===== src/rtl/alu_issue_stage.sv =====
// ALU issue stage: decodes ALUOp/funct into an ALU control code and holds up to
// two operations (output register plus skid register) between decode and EX.
module alu_issue_stage (
  input  logic        clk,
  input  logic        rst,
  input  logic        in_valid,
  output logic        in_ready,
  input  logic [1:0]  alu_op,
  input  logic [5:0]  funct,
  input  logic [31:0] opa,
  input  logic [31:0] opb,
  input  logic        flush,
  output logic        out_valid,
  input  logic        out_ready,
  output logic [2:0]  out_ctl,
  output logic [31:0] out_a,
  output logic [31:0] out_b,
  output logic        out_illegal,
  output logic        illegal_sticky,
  output logic [15:0] issue_count
);

  typedef enum logic [2:0] {
    CTL_AND = 3'b000,
    CTL_OR  = 3'b001,
    CTL_ADD = 3'b010,
    CTL_SUB = 3'b110,
    CTL_SLT = 3'b111
  } ctl_e;

  typedef struct packed {
    logic [2:0]  ctl;
    logic [31:0] a;
    logic [31:0] b;
    logic        ill;
  } entry_t;

  entry_t      out_q, out_d, skid_q, skid_d, new_entry;
  logic        out_valid_q, out_valid_d;
  logic        skid_full_q, skid_full_d;
  logic        sticky_q, sticky_d;
  logic [15:0] cnt_q, cnt_d;
  ctl_e        dec_ctl;
  logic        dec_ill;
  logic        accept, consume;

  always_comb begin
    dec_ctl = CTL_ADD;
    dec_ill = 1'b0;
    unique case (alu_op)
      2'b00: dec_ctl = CTL_ADD;
      2'b01: dec_ctl = CTL_SUB;
      2'b10: begin
        unique case (funct)
          6'b100000: dec_ctl = CTL_ADD;
          6'b100010: dec_ctl = CTL_SUB;
          6'b100100: dec_ctl = CTL_AND;
          6'b100101: dec_ctl = CTL_OR;
          6'b101010: dec_ctl = CTL_SLT;
          default:   dec_ill = 1'b1;
        endcase
      end
      default: dec_ill = 1'b1;
    endcase
  end

  assign new_entry = '{ctl: dec_ctl, a: opa, b: opb, ill: dec_ill};
  assign accept    = in_valid & ~skid_full_q;
  assign consume   = out_valid_q & out_ready;

  always_comb begin
    out_d       = out_q;
    skid_d      = skid_q;
    out_valid_d = out_valid_q;
    skid_full_d = skid_full_q;
    sticky_d    = sticky_q;
    cnt_d       = cnt_q;
    if (flush) begin
      out_valid_d = 1'b0;
      skid_full_d = 1'b0;
    end else begin
      if (consume) cnt_d = cnt_q + 16'd1;
      if (accept && dec_ill) sticky_d = 1'b1;
      // A full skid implies in_ready=0, so skid drain and accept never coincide.
      if (consume && skid_full_q) begin
        out_d       = skid_q;
        skid_full_d = 1'b0;
      end else if (accept && (!out_valid_q || consume)) begin
        out_d       = new_entry;
        out_valid_d = 1'b1;
      end else if (accept) begin
        skid_d      = new_entry;
        skid_full_d = 1'b1;
      end else if (consume) begin
        out_valid_d = 1'b0;
      end
    end
  end

  always_ff @(posedge clk or posedge rst) begin
    if (rst) begin
      out_q       <= '0;
      skid_q      <= '0;
      out_valid_q <= 1'b0;
      skid_full_q <= 1'b0;
      sticky_q    <= 1'b0;
      cnt_q       <= '0;
    end else begin
      out_q       <= out_d;
      skid_q      <= skid_d;
      out_valid_q <= out_valid_d;
      skid_full_q <= skid_full_d;
      sticky_q    <= sticky_d;
      cnt_q       <= cnt_d;
    end
  end

  assign in_ready       = ~skid_full_q;
  assign out_valid      = out_valid_q;
  assign out_ctl        = out_q.ctl;
  assign out_a          = out_q.a;
  assign out_b          = out_q.b;
  assign out_illegal    = out_q.ill;
  assign illegal_sticky = sticky_q;
  assign issue_count    = cnt_q;

endmodule


===== config.mk =====
export PLATFORM = sky130hd
export DESIGN_NAME = alu_issue_stage
export DESIGN_NICKNAME = d
export VERILOG_FILES = /design/src/rtl/alu_issue_stage.sv
export SDC_FILE = /design/constraint.sdc
export NUM_CORES = 1
export LEC_CHECK = 0
export ABC_AREA = 1
export CAP_MARGIN = 20
export CORE_UTILIZATION = 50
export DETAILED_ROUTE_END_ITERATION = 16
export GPL_TIMING_DRIVEN = 0
export PLACE_DENSITY = 0.8
export SLEW_MARGIN = 20
export SYNTH_ARGS = -nofsm -noshare
export SYNTH_HDL_FRONTEND = slang
export SYNTH_SLANG_ARGS = --single-unit

===== constraint.sdc =====
create_clock -name clk -period 5.78 [get_ports clk]
set_input_delay 1.156 -clock clk [delete_from_list [all_inputs] [get_ports clk]]
set_output_delay 1.156 -clock clk [all_outputs]
set_load 0.01 [all_outputs]

==> flow_metrics.tcl <==
set metrics [dict create \
    place_congestion 0.798 \
    syn_avg_cell_area_um2 8.17 \
    grt.total_usage_pct 24.4 \
    pin_count 164 \
    grt_pass1_vias 5808 \
    routed_wl_um 17100 \
    path_class "reg2out" \
    cts_tree "yes" \
    min_period_over_period_pct 45.6 \
    p_per_area_nw_per_um2 360 \
    start_kind "flip-flop" \
    initial_core_util_pct 51.3 \
    cts_resized 0 \
    fmax_mhz 379 \
    final_nets 1138 \
    area_growth_pct 34.6 \
    dieArea_um2 14800 \
    ys_types 27 \
    dp_hpwl_um 11700 \
    core_area_um2 13900 \
    drv_slew 0 \
    final-hold-violation-count 0 \
    cp_slowest_stage_delay_ns 0.59 \
    setup_slack_ns 3.14 \
    grt_max_degree 104 \
    port_buffers 163 \
    cts.path.max_buffers 2 \
    fin_crit_ns 2.64 \
    syn-num-nets 955 \
    end_kind "output pin" \
    cts_hold_buf 0 \
    crit_start "issue_count[3]$_DFFE_PP0P_" \
    vias_per_cell 4.86 \
    final_util_pct 69.0 \
    fin_tns_setup_ns 0 \
    fin_area_um2 9610 \
    clock_latency_ns 0.42 \
    outcome "finished, final reports clean" \
    postCtsSetupRepairBufs 0 \
    yosys_warnings 0 \
    synth-adder-area-share_pct 0.701 \
    wl_per_cell_um 13.7 \
    cts_made_buffers 17 \
    ys_seq_area_share_pct 54.3 \
    worstMarginPinSlew_ns 0.524 \
    synth_xor_area_share_pct 1.10 \
    power.leakage_uw 0.00481 \
    timing.rr.start "out_valid$_DFFE_PP0P_" \
    timing.max_cap.violations 0 \
    h-tree-depth 4 \
    hp-class "reg2reg" \
    clk_pin_slew_ns 0.06 \
    dpl_worst_slack_ns 2.96 \
    antenna_cells 0 \
    cp.required_ns 4.62 \
    placedInstanceArea_um2 9040 \
    hp-start "illegal_sticky$_DFFE_PP0P_" \
    setup_viol 0 \
    drc 0 \
    crit_chain "clkdlybuf4s50_1" \
    crit_family "buffers and inverters" \
    ant_nets 0 \
    grt_overflow_total 0 \
    rows 43 \
    slew_headroom_pct 65.0 \
    yosys_register_bits 155 \
    clock_skew_ns 0.00712 \
    drive_gt1_share_pct 8.51 \
    vias 6071 \
    cp.arrival_ns 1.48 \
    grt_pass1_wl_um 28000 \
    cts_sinks 155 \
    synth_top_family_by_area "simple AND/OR/NAND/NOR gates" \
    die_h_um 122 \
    antenna_found_initial 0 \
    muxShareOfSynthArea_pct 0.158 \
    rsz0062_at_grt "false" \
    drtPass1Iterations 5 \
    critPathBufInv 1 \
    netlist_area_um2 7140 \
    root_buffer "clkbuf_16" \
    slowest_stage "clkdlybuf4s50_1" \
    drt-initial-drc-count 397 \
    cp_max_fo 5 \
    netlist_instances 874 \
    peakVddDrop_v 0.000234 \
    synth-compound-area-share_pct 10.7 \
    die_w_um 122 \
    yosys.area_share.simple_pct 23.0 \
]
## synth_stat cells
cell type / n / share of area (%)
buf_2: 6 / 0.42
buf_4: 11 / 1.2
buf_6: 19 / 3.0
clkbuf_1: 7 / 0.37
dfrtp_1: 155 / 54
ha_1: 4 / 0.70
inv_1: 92 / 4.8
inv_2: 4 / 0.21
inv_6: 1 / 0.12
mux2_2: 1 / 0.16
nand2_1: 363 / 19
nand2_2: 3 / 0.26
nand2_4: 1 / 0.16
nand3_1: 15 / 1.1
nand4_1: 6 / 0.53
nor2_1: 24 / 1.3
nor2_2: 3 / 0.26
nor2_4: 1 / 0.16
nor3_1: 2 / 0.14
o21ai_0: 48 / 3.4
o21ai_1: 89 / 6.2
o21ai_2: 7 / 0.86
o21bai_1: 1 / 0.11
o31ai_1: 1 / 0.11
or2_2: 1 / 0.088
xnor2_1: 5 / 0.61
xor2_1: 4 / 0.49
## worst register-to-register path, cell delays in order (launching register included)
cell      delay (ns)
dfrtp_1         0.41
nand2_2         0.13
inv_2           0.06
nand2_2         0.08
buf_6           0.16
clkbuf_1        0.41
o21ai_1         0.12
nand2_1         0.08
nand2_1         0.05
## metrics by stage
stage	total power, µW	std cells	hold WS [ns]
floorplan	1930	874	0.448
global placement	2360	1217	0.455
detailed placement	2390	1218	0.450
CTS	3490	1249	0.477
global route	3660	1249	0.494
finish	3460	1249	0.473
## logic make-up after synthesis
family                   count (synthesis)
AO/OA/AOI/OAI                          146
XOR/XNOR                                 9
adder cells (fa/ha/maj)                  4
buffers and inverters                  140
flip-flops                             155
multiplexers                             1
AND/OR/NAND/NOR                        419
## placed cells by master, fill, tap and decap left out, drive strengths merged
master	count
nand3	15
o31ai	1
buf	37
xor2	4
or2	1
ha	4
dfrtp	155
clkinvlp	4
nand2	367
clkdlybuf4s50	163
o21ai	144
xnor2	5
bufinv	2
clkinv	6
nand4	6
inv	97
mux2	1
nor2	28
nor3	2
clkbuf	26
o21bai	1
## power by group
group / switching [µW] / internal [µW]
registers: 135 / 1350
logic: 432 / 459
clock network: 433 / 652
## layout make-up
type / count / area, µm²
clock inverter: 12 / 124
timing repair buffer: 164 / 1660
sequential: 155 / 3880
fill: 1102 / 4320
inverter: 97 / 377
buffer: 43 / 353
multi-input combinational: 579 / 2540
tap: 180 / 225
clock buffer: 19 / 453
## registers in the layout, indices dropped and copies added, names as in the netlist
register / flops
skid_q: 68
out_a: 32
out_b: 32
issue_count: 16
out_ctl: 3
illegal_sticky: 1
out_illegal: 1
out_valid: 1
skid_full_q: 1
## worst paths after layout
check | to | slack [ns] | depth (start not counted)
max | issue_count[3] | 3.14 | 1
min | illegal_sticky$_DFFE_PP0P_ | 0.47 | 2
max reg2reg | out_b[14]$_DFFE_PP0P_ | 4.17 | 8
min reg2reg | illegal_sticky$_DFFE_PP0P_ | 0.47 | 2
max in group asynchronous | skid_q[50]$_DFFE_PP0P_ | 3.79 | 3
min in group asynchronous | skid_q[11]$_DFFE_PP0P_ | 1.16 | 2
## per-layer routing
layer | global-route usage (%) | vias up | wire length [µm]
li1 | - | 3069 | -
met1 | 32.6 | 2805 | 8000
met2 | 38.2 | 179 | 7860
met3 | 7.21 | 18 | 1040
met4 | 7.56 | 0 | 161
met5 | 0 | - | 0
Note: power is estimated with default switching activity, not from simulation.
